### config.mk
export PLATFORM = sky130hd
export DESIGN_NAME = byte_word_packer
export DESIGN_NICKNAME = d
export VERILOG_FILES = /design/src/rtl/byte_word_packer.sv
export SDC_FILE = /design/constraint.sdc
export NUM_CORES = 1
export LEC_CHECK = 0
export CAP_MARGIN = 20
export CELL_PAD_IN_SITES_DETAIL_PLACEMENT = 0
export CELL_PAD_IN_SITES_GLOBAL_PLACEMENT = 1
export CORE_ASPECT_RATIO = 0.75
export CORE_UTILIZATION = 50
export DETAILED_ROUTE_END_ITERATION = 16
export MAX_ROUTING_LAYER = met4
export PLACE_DENSITY_LB_ADDON = 0.05
export SLEW_MARGIN = 20
export SYNTH_ARGS = -nofsm -noshare
export SYNTH_HDL_FRONTEND = slang
export SYNTH_SLANG_ARGS = --single-unit
### constraint.sdc
create_clock -name clk -period 16.57 [get_ports clk]
set_input_delay 2.4855 -clock clk [delete_from_list [all_inputs] [get_ports clk]]
set_output_delay 2.4855 -clock clk [all_outputs]
set_load 0.01 [all_outputs]
### src/rtl/byte_word_packer.sv
// Packs an 8-bit byte stream into BYTES_PER_WORD-wide words and queues them in a small output FIFO.
// Optional byte-sequence checker is enabled by defining BYTE_WORD_PACKER_SEQ_CHECK_EN.
module byte_word_packer #(
  parameter int BYTES_PER_WORD = 4,
  parameter int FIFO_DEPTH     = 4
) (
  input  logic                          clk,
  input  logic                          rst,
  input  logic [7:0]                    in_data,
  input  logic                          in_valid,
  input  logic                          in_flush,
  output logic [8*BYTES_PER_WORD-1:0]   out_data,
  output logic [BYTES_PER_WORD-1:0]     out_keep,
  output logic                          out_valid,
  input  logic                          out_ready,
  output logic [$clog2(FIFO_DEPTH):0]   fifo_level,
  output logic [15:0]                   drop_cnt,
  output logic                          seq_err
);

  localparam int W   = 8 * BYTES_PER_WORD;
  localparam int AW  = $clog2(FIFO_DEPTH);
  localparam int LCW = $clog2(BYTES_PER_WORD);
  localparam logic [AW:0]    DEPTH_L   = FIFO_DEPTH[AW:0];
  localparam logic [LCW-1:0] LAST_LANE = LCW'(BYTES_PER_WORD - 1);

  logic [LCW-1:0]            lane_cnt;
  logic [W-1:0]              part_data;
  logic [W-1:0]              word_next;
  logic [BYTES_PER_WORD-1:0] keep_next;
  logic                      push_req;
  logic                      push_ok;
  logic                      pop;

  logic [W-1:0]              mem      [FIFO_DEPTH];
  logic [BYTES_PER_WORD-1:0] keep_mem [FIFO_DEPTH];
  logic [AW-1:0]             wr_ptr;
  logic [AW-1:0]             rd_ptr;

  // The word to push always includes this cycle's byte, so a flush with a byte captures it.
  always_comb begin
    word_next = part_data;
    keep_next = '0;
    if (in_valid) begin
      word_next[{lane_cnt, 3'b000} +: 8] = in_data;
    end
    for (int i = 0; i < BYTES_PER_WORD; i++) begin
      keep_next[i] = (LCW'(i) < lane_cnt) || (in_valid && (LCW'(i) == lane_cnt));
    end
  end

  assign push_req = (in_valid && (lane_cnt == LAST_LANE)) ||
                    (in_flush && (in_valid || (lane_cnt != '0)));
  assign pop      = out_valid && out_ready;
  assign push_ok  = push_req && ((fifo_level < DEPTH_L) || pop);

  always_ff @(posedge clk or posedge rst) begin
    if (rst) begin
      lane_cnt  <= '0;
      part_data <= '0;
    end else if (push_req) begin
      lane_cnt  <= '0;
      part_data <= '0;
    end else if (in_valid) begin
      lane_cnt  <= lane_cnt + LCW'(1);
      part_data <= word_next;
    end
  end

  // When full, a same-cycle pop frees the head slot, which is also where the write lands.
  always_ff @(posedge clk or posedge rst) begin
    if (rst) begin
      for (int i = 0; i < FIFO_DEPTH; i++) begin
        mem[i]      <= '0;
        keep_mem[i] <= '0;
      end
      wr_ptr     <= '0;
      rd_ptr     <= '0;
      fifo_level <= '0;
    end else begin
      if (push_ok) begin
        mem[wr_ptr]      <= word_next;
        keep_mem[wr_ptr] <= keep_next;
        wr_ptr           <= wr_ptr + AW'(1);
      end
      if (pop) begin
        rd_ptr <= rd_ptr + AW'(1);
      end
      if (push_ok && !pop) begin
        fifo_level <= fifo_level + (AW+1)'(1);
      end else if (pop && !push_ok) begin
        fifo_level <= fifo_level - (AW+1)'(1);
      end
    end
  end

  always_ff @(posedge clk or posedge rst) begin
    if (rst) begin
      drop_cnt <= '0;
    end else if (push_req && !push_ok && (drop_cnt != 16'hFFFF)) begin
      drop_cnt <= drop_cnt + 16'd1;
    end
  end

  assign out_valid = (fifo_level != '0);
  assign out_data  = out_valid ? mem[rd_ptr] : '0;
  assign out_keep  = out_valid ? keep_mem[rd_ptr] : '0;

`ifdef BYTE_WORD_PACKER_SEQ_CHECK_EN
  logic [7:0] seq_ref;
  logic       seq_loaded;

  // The first byte after reset only seeds the reference; a mismatch reseeds it.
  always_ff @(posedge clk or posedge rst) begin
    if (rst) begin
      seq_ref    <= '0;
      seq_loaded <= 1'b0;
      seq_err    <= 1'b0;
    end else begin
      seq_err <= 1'b0;
      if (in_valid) begin
        seq_err    <= seq_loaded && (in_data != (seq_ref + 8'd1));
        seq_ref    <= in_data;
        seq_loaded <= 1'b1;
      end
    end
  end
`else
  assign seq_err = 1'b0;
`endif

endmodule

==> flow_summary.toml <==
[run_status]
outcome = "finished, final reports clean"

[die]
die_area_um2 = 18700
die_h_um = 119
start_util_pct = 51.3
fp-row-count = 42
io_pins = 70
coreArea_um2 = 17700
die_x_um = 158

[pwr]
sw_frac_of_total_pct = 31.9
p_int_w = 0.000989
cellPowerDensity_nw_per_um2 = 137
p_sw_w = 0.000463
ir_drop_mv = 0.0825
power.leakage_nw = 4.44
combPwrFrac_pct = 25.8
seq_power_share_pct = 42.7
power.share.clock_pct = 31.5

[clock_network]
clock_sinks = 201
cts_setup_buffers = 0
clk_latency_ps = 500
holdBufCountCts = 0
path_clk_slew_ps = 60
post_cts_resized = 0
cts_tree = "built"
cts-root-buf = "clkbuf_16"
ctsHtreeMaxLevel = 1
clock_path_buffers = 3
cts_buffers = 21

[critical_path]
r2r_setup_slack_ps = 13160
crit_arrival_ps = 3070
crit_path_max_fanout = 22
r2r_end = "fifo_level[2]"
crit_required_ps = 14080
rr_startpoint = "lane_cnt[0]"
worstSetupPathType = "flip-flop to output pin"
startpoint_type = "flip-flop"
cp-end-kind = "output pin"
crit_start = "rd_ptr[0]"
reg2regPathDepth = 11

[route]
drc = 0
finalWirelength_um = 21200
wl_per_cell_um = 19.0
viasPerCell = 5.76
via_count = 6432
drtIter0Drc = 412
detail-route-antenna-nets = 0
drt-pass1-iter-count = 5

[placed_design]
routabilityCongestion = 0.779
placed_area_um2 = 9900
io_buffers = 68
place_hpwl_um = 13200

[synthesis]
synthTopCellsByArea = "dfrtp_1 (55%), mux4_2 (8.9%), nand2_1 (7.6%), o21ai_0 (4.9%), o21ai_1 (4.5%)"
synth_ff_type = "dfrtp_1"
synth-async-reset-ratio_pct = 100
syn-num-nets = 845
avgSynthCellArea_um2 = 11.1
synth_area_um2 = 9090
synth_cells = 821
synth_top_area_share_pct = 55.3
synth_area_leader_cell = "dfrtp_1"
synth_edf_count = 0
seq_area_frac_synth_pct = 55.3
ys_seq_elements = 201
yosysUniqueCellTypes = 51
yosysWarnings = 0

[finish]
syn_to_final_growth_pct = 16.2
fin_nets = 887
diodes = 0
drive_gt1_share_pct = 11.9
final_area_um2 = 10600

[sta]
drv_slew = 0
relSlewSlack_pct = 27.0
fin_crit_ps = 5560
skew_ps = 7.19
final.setup.tns_ps = 0
max_freq_mhz = 180
finalSetupViolations = 0
hold_viol = 0
fin_crit_sh_pct = 33.5
worst_pin_slew_ps = 1090
rsz0062_at_grt = "no"

[hold_path]
hp-class = "flip-flop to flip-flop"
hold_depth = 1
hold_path_end = "keep_mem[0]"
hold_start = "keep_mem[0]"

[global_route]
grt-ovfl-total = 0
grt_pass1_vias = 6434
grt_max_degree = 119
grt_pass1_wl_um = 34900
antenna_found_initial = 0
grt_usage_pct = 25.0

[run]
drv_cap = 0
-- Yosys cell counts (6+ instances only) --
cell      count
dfrtp_1     201
nand2_1     183
o21ai_0      89
o21ai_1      82
and2_1       38
mux4_2       36
a22oi_1      24
clkbuf_1     24
buf_2        23
xor2_1       15
ha_1         10
inv_1         9
a22oi_2       8
buf_4         6
-- stage by stage --
step / setup WS [ps] / utilization [%] / hold slack [ps] / cells / total power, W
finish: 11010 / 59.6 / 471 / 1117 / 0.00145
global route: 10810 / 59.6 / 489 / 1117 / 0.00153
global placement: 11090 / 55.9 / 448 / 1082 / 0.000991
detailed placement: 10990 / 55.9 / 456 / 1082 / 0.00100
floorplan: 8600 / - / 429 / 821 / 0.000859
CTS: 10960 / 59.6 / 472 / 1117 / 0.00147
-- per-layer routing --
layer | wire (µm) | GRT usage [%] | vias to the layer above
li1 | - | - | 2959
met1 | 9610 | 34.7 | 3241
met2 | 9920 | 38.4 | 190
met3 | 1200 | 4.00 | 42
met4 | 502 | 6.43 | 0
met5 | 0 | - | -
-- placed cells by master, fill, tap and decap left out, types with 4 or more instances in the layout --
cell,netlist,layout
a22oi_1,24,24
a22oi_2,8,8
and2_1,38,38
and4_1,5,5
buf_4,6,8
clkbuf_1,24,6
clkbuf_16,0,21
clkbuf_8,0,5
clkdlybuf4s50_1,0,68
dfrtp_1,201,200
ha_1,10,10
inv_1,9,8
mux4_2,36,36
nand2_1,183,183
nand2b_1,5,5
nand3_1,5,5
o211ai_4,0,4
o21ai_0,89,89
o21ai_1,82,82
xnor2_1,5,5
xor2_1,15,15
-- registers in the layout (all words and copies together), names as in the netlist --
signal,count
part_data,32
mem,128
wr_ptr,2
rd_ptr,2
drop_cnt,16
lane_cnt,2
fifo_level,3
keep_mem,16
-- power groups by stage --
stage          Combinational, W  Sequential (W)  Clock [W]
3_5_place_dp           0.000376        0.000628          0
3_3_place_gp           0.000369        0.000623          0
6_report               0.000375        0.000619   0.000457
4_1_cts                0.000378        0.000620   0.000468
2_1_floorplan          0.000263        0.000597          0
5_1_grt                0.000409        0.000631   0.000489
-- worst max-delay path by stage --
stage	cells past startpoint	end
6_report	4	out_keep[1]
5_1_grt	4	out_data[8]
4_1_cts	4	out_keep[1]
3_5_place_dp	10	fifo_level[2]
3_3_place_gp	10	fifo_level[2]
2_1_floorplan	1	drop_cnt[0]
-- critical path: stages, from the launching register on --
cell and delay, ps:
dfrtp_2 730, buf_4 590, mux4_2 600, and2_1 170
clkdlybuf4s50_1 470
-- kinds of logic (layout without fill, tap and decap cells) --
kind of cell	count (synthesis)	in the layout	share of synthesized area, %
other cells	1	1	0.0412
fa+ha+maj	11	11	1.60
mux	39	39	9.29
flops	201	201	55.3
buf+inv	67	121	3.58
compound gates	221	221	14.6
simple gates	261	261	13.7
xor+xnor	20	20	1.93
-- layout make-up --
type,instances,area [µm²]
clock buffers,32,617
inverters,9,41.3
fillers,1479,7150
well taps,242,303
multi-input cells,553,3770
clock inverters,3,43.8
repair buffers,77,752
flip-flops and latches,201,5030
No activity file was read; power rests on OpenSTA's default activity.
